**src/rtl/mac_result_fifo.sv**
```systemverilog
// First-word-fall-through result FIFO behind the MAC stage: captures strobed results,
// serves them over valid/ready, and drops/counts words that arrive while full.
module mac_result_fifo #(
  parameter int WIDTH  = 8,
  parameter int DEPTH  = 8,
  parameter int DROP_W = 8
) (
  input  logic                     clk,
  input  logic                     rst,
  input  logic                     in_valid,
  input  logic [WIDTH-1:0]         in_data,
  output logic                     out_valid,
  input  logic                     out_ready,
  output logic [WIDTH-1:0]         out_data,
  output logic [$clog2(DEPTH):0]   count,
  output logic                     ovf,
  output logic [DROP_W-1:0]        drop_cnt,
  input  logic                     clr_stat
);

  localparam int PTR_W = $clog2(DEPTH);
  localparam int CNT_W = PTR_W + 1;

  logic [WIDTH-1:0] mem [DEPTH];
  logic [PTR_W-1:0] rd_ptr;
  logic [PTR_W-1:0] wr_ptr;
  logic             full;
  logic             pop;
  logic             push;
  logic             drop;
  logic [CNT_W-1:0] count_nxt;

  function automatic logic [DROP_W-1:0] sat_inc(input logic [DROP_W-1:0] v);
    return (&v) ? v : v + DROP_W'(1);
  endfunction

  // A pop frees a slot in the same cycle, so a full FIFO still accepts a word alongside a pop.
  always_comb begin
    full      = (count == CNT_W'(DEPTH));
    pop       = out_valid & out_ready;
    push      = in_valid & (~full | pop);
    drop      = in_valid & full & ~pop;
    count_nxt = count + CNT_W'(push) - CNT_W'(pop);
  end

  assign out_data = mem[rd_ptr];

  // Storage and pointers; pointers wrap naturally because DEPTH is a power of two.
  always_ff @(posedge clk or posedge rst) begin
    if (rst) begin
      for (int i = 0; i < DEPTH; i++) mem[i] <= '0;
      rd_ptr    <= '0;
      wr_ptr    <= '0;
      count     <= '0;
      out_valid <= 1'b0;
    end else begin
      if (push) begin
        mem[wr_ptr] <= in_data;
        wr_ptr      <= wr_ptr + PTR_W'(1);
      end
      if (pop) rd_ptr <= rd_ptr + PTR_W'(1);
      count     <= count_nxt;
      out_valid <= (count_nxt != '0);
    end
  end

  // Drop statistics; a drop in the same cycle as a clear wins.
  always_ff @(posedge clk or posedge rst) begin
    if (rst) begin
      ovf      <= 1'b0;
      drop_cnt <= '0;
    end else if (drop) begin
      ovf      <= 1'b1;
      drop_cnt <= clr_stat ? DROP_W'(1) : sat_inc(drop_cnt);
    end else if (clr_stat) begin
      ovf      <= 1'b0;
      drop_cnt <= '0;
    end
  end

endmodule

```
**config.mk**
```make
export PLATFORM = sky130hd
export DESIGN_NAME = mac_result_fifo
export DESIGN_NICKNAME = d
export VERILOG_FILES = /design/src/rtl/mac_result_fifo.sv
export SDC_FILE = /design/constraint.sdc
export NUM_CORES = 1
export LEC_CHECK = 0
export CAP_MARGIN = 20
export CORE_MARGIN = 1.5
export CORE_UTILIZATION = 30
export CTS_BUF_LIST = sky130_fd_sc_hd__clkbuf_2
export CTS_CLUSTER_DIAMETER = 100
export DETAILED_ROUTE_END_ITERATION = 7
export SETUP_SLACK_MARGIN = 0.15
export SLEW_MARGIN = 20
export SYNTH_ARGS = -nofsm -noshare
export SYNTH_HDL_FRONTEND = slang
export SYNTH_SLANG_ARGS = --single-unit
export TNS_END_PERCENT = 50
```
**constraint.sdc**
```tcl
create_clock -name clk -period 6 [get_ports clk]
set_input_delay 1.2 -clock clk [delete_from_list [all_inputs] [get_ports clk]]
set_output_delay 1.2 -clock clk [all_outputs]
set_load 0.01 [all_outputs]
```
==> flow_metrics.py <==
metrics = {
    "run_status": {
        "status": "finished, final reports clean",
    },
    "setup_path": {
        "cp-endpoint": "out_data[2]",
        "r2r_end": "out_valid",
        "r2r_start": "count[2]",
        "cp-start-kind": "flip-flop",
        "crit_required_ps": 4800,
        "worstSetupPathType": "flip-flop to output port",
        "end_kind": "output port",
        "reg2regPathDepth": 11,
        "path_cells": "buf_4, mux4_2, mux2_2, clkdlybuf4s50_1",
        "r2r_slack_ps": 3180,
        "crit_start": "rd_ptr[0]",
        "cp.arrival_ps": 2900,
        "cpMaxStageDelayCell": "dfrtp_1",
        "cpPeakStageDelay_ps": 720,
        "worstPathMaxFanout": 10,
    },
    "logic_synthesis": {
        "yosys_warnings": 0,
        "synth.most_common_cell": "dfrtp_1",
        "yosysSeqAreaShare": 0.526,
        "synthAdderAreaFrac": 0.0301,
        "syn_nets": 296,
        "synth_xor_area_frac": 0.0132,
        "syn_area_um2": 4000,
        "synth_edf_count": 0,
        "async_flop_share": 1.00,
        "synth-simple-area-share": 0.0608,
        "syn_avg_cell_area_um2": 14.6,
        "synth_top_area_share": 0.526,
        "synthTopCellsByCount": "dfrtp_1, mux2_2, mux4_2",
        "netlist.top_cell.by_area": "dfrtp_1",
        "synthCells": 274,
        "ys_ff_latch": 84,
        "synth.area.top_cells": "dfrtp_1, mux2_2, mux4_2, ha_1, inv_1",
        "synth_compound_area_frac": 0.0376,
        "synth_top_family_by_area": "multiplexers",
        "ys.flop_type": "dfrtp_1",
        "synth_cell_types": 40,
        "synthMuxAreaShare": 0.302,
    },
    "placed_design": {
        "portBuffers": 34,
        "place_area_um2": 4490,
        "place.gp.congestion": 0.764,
        "hpwl_mm": 5.21,
    },
    "cts": {
        "cts_buffer_depth": 2,
        "ctsResizeCount": 0,
        "cts-root-buf": "clkbuf_2",
        "cts_tree": "built",
        "cts_setup_buffers": 0,
        "cts_hold_buf": 0,
        "cts.sinks": 84,
        "cts.clk_slew.worst_paths_ps": 210,
        "clkLatencyLatePin_ps": 550,
        "htreeDepth": 3,
        "cts-buffers-inserted": 9,
    },
    "route": {
        "vias": 2334,
        "wire_per_inst_um": 16.7,
        "drc": 0,
        "ant_nets": 0,
        "vias_per_cell": 4.80,
        "first_iter_violations": 146,
        "first_pass_iters": 4,
        "wirelength_mm": 8.13,
    },
    "cells_and_area": {
        "syn2layout_area_growth_pct": 15.9,
        "drive_above_1_share": 0.385,
        "fin_area_um2": 4630,
        "final_nets": 331,
        "fillers": 1263,
        "regArea_um2": 2100,
        "diodes": 0,
        "multi_input_area_um2": 1770,
    },
    "sta": {
        "tightestPinTransition_ps": 865,
        "layout_min_cycle_time_ps": 4100,
        "slew_headroom": 0.424,
        "hold_ws_ps": 533,
        "fin_crit_sh": 0.684,
        "rsz0062_at_grt": "no",
        "finalHoldViolCount": 0,
        "clock.fmax_mhz": 244,
        "tns_ps": 0,
        "report.final.slew_viol_count": 0,
        "setup_violations": 0,
        "finClkSkew_ps": 20.2,
    },
    "global_routing": {
        "overflow": 0,
        "grt_start_max_net_pins": 48,
        "antenna_found_initial": 0,
        "grt_pass1_wl_mm": 13.4,
        "grt_pass1_vias": 2477,
        "track_usage": 0.126,
    },
    "power": {
        "powerDensity_nw_per_um2": 510,
        "cellLeakagePower_nw": 1.88,
        "ir_drop_mv": 0.104,
        "power_mw": 2.36,
    },
    "die": {
        "pin_count": 35,
        "core_area_um2": 12800,
        "die_h_um": 118,
        "die_w_um": 118,
        "start_util": 0.312,
        "design.die.area_um2": 14000,
        "rows": 41,
    },
    "flow_run": {
        "max_cap_violations": 0,
    },
    "worst_hold_path": {
        "hold_class": "flip-flop to flip-flop",
    },
}
-- cell type report --
type,count,share of cell area
well taps,172,0.0465
repair buffers,36,0.0767
inverters,13,0.0108
clock inverters,6,0.0189
multi-input cells,165,0.382
clock buffers,10,0.0108
flip-flops and latches,84,0.454
-- power breakdown --
group | leakage (nW) | internal [mW] | switching [mW] | total, mW
clock network | 0.0762 | 0.139 | 0.200 | 0.340
logic | 0.786 | 0.653 | 0.349 | 1.00
registers | 1.02 | 0.821 | 0.199 | 1.02
total | 1.88 | 1.61 | 0.749 | 2.36
-- registers in the layout (all words and copies together) (netlist names) --
| name | cells |
|---|---|
| out_valid | 1 |
| count | 4 |
| mem | 64 |
| wr_ptr | 3 |
| drop_cnt | 8 |
| ovf | 1 |
| rd_ptr | 3 |
-- critical path: cells and delay by family, from the launching register on --
| family | cells | cell delay, ps |
|---|---|---|
| flops | 1 | 720 |
| buf+inv | 2 | 810 |
| mux | 2 | 840 |
-- placed cells by master (no fill, tap or decap), drive strengths merged, types with 4 or more instances in the layout --
master,count
mux2,75
clkdlybuf4s50,34
ha,8
nand2,7
clkbuf,10
nand3,6
dfrtp,84
inv,13
mux4,16
or4,5
a21oi,7
nor2,6
xnor2,4
-- cells by family (layout without fill, tap and decap cells) --
| family | Yosys count | in the layout |
|---|---|---|
| and+or+nand+nor | 39 | 39 |
| AOI/OAI and AO/OA | 20 | 20 |
| buffers and inverters | 25 | 65 |
| muxes | 91 | 91 |
| DFF | 84 | 84 |
| xor gates and xnor gates | 6 | 6 |
| adders and majority gates | 9 | 9 |
-- how the worst min path moves through the flow --
stage                     slack (ps)  startpoint       to  depth (start not counted)
after CTS                        540     mem[46]  mem[46]                          1
after floorplan                  470     mem[41]  mem[41]                          1
after detailed placement         490     mem[46]  mem[46]                          1
final                            530     mem[46]  mem[46]                          1
after global routing             550     mem[41]  mem[41]                          1
after global placement           480     mem[40]  mem[40]                          1
-- metrics by stage --
| step | utilization | worst slack (ps) | cells |
|---|---|---|---|
| detailed placement | 0.350 | 2020 | 470 |
| floorplan | - | 2630 | 274 |
| global route | 0.361 | 1640 | 486 |
| global placement | 0.350 | 2050 | 470 |
| finish | 0.361 | 1900 | 486 |
| CTS | 0.361 | 1760 | 486 |
-- metal layers --
metal | GRT usage | wire (um)
met5 | 0 | 0
met4 | 0.0339 | 75
met3 | 0.0405 | 329
met2 | 0.206 | 3870
met1 | 0.160 | 3860
No activity file was read; power rests on OpenSTA's default activity.
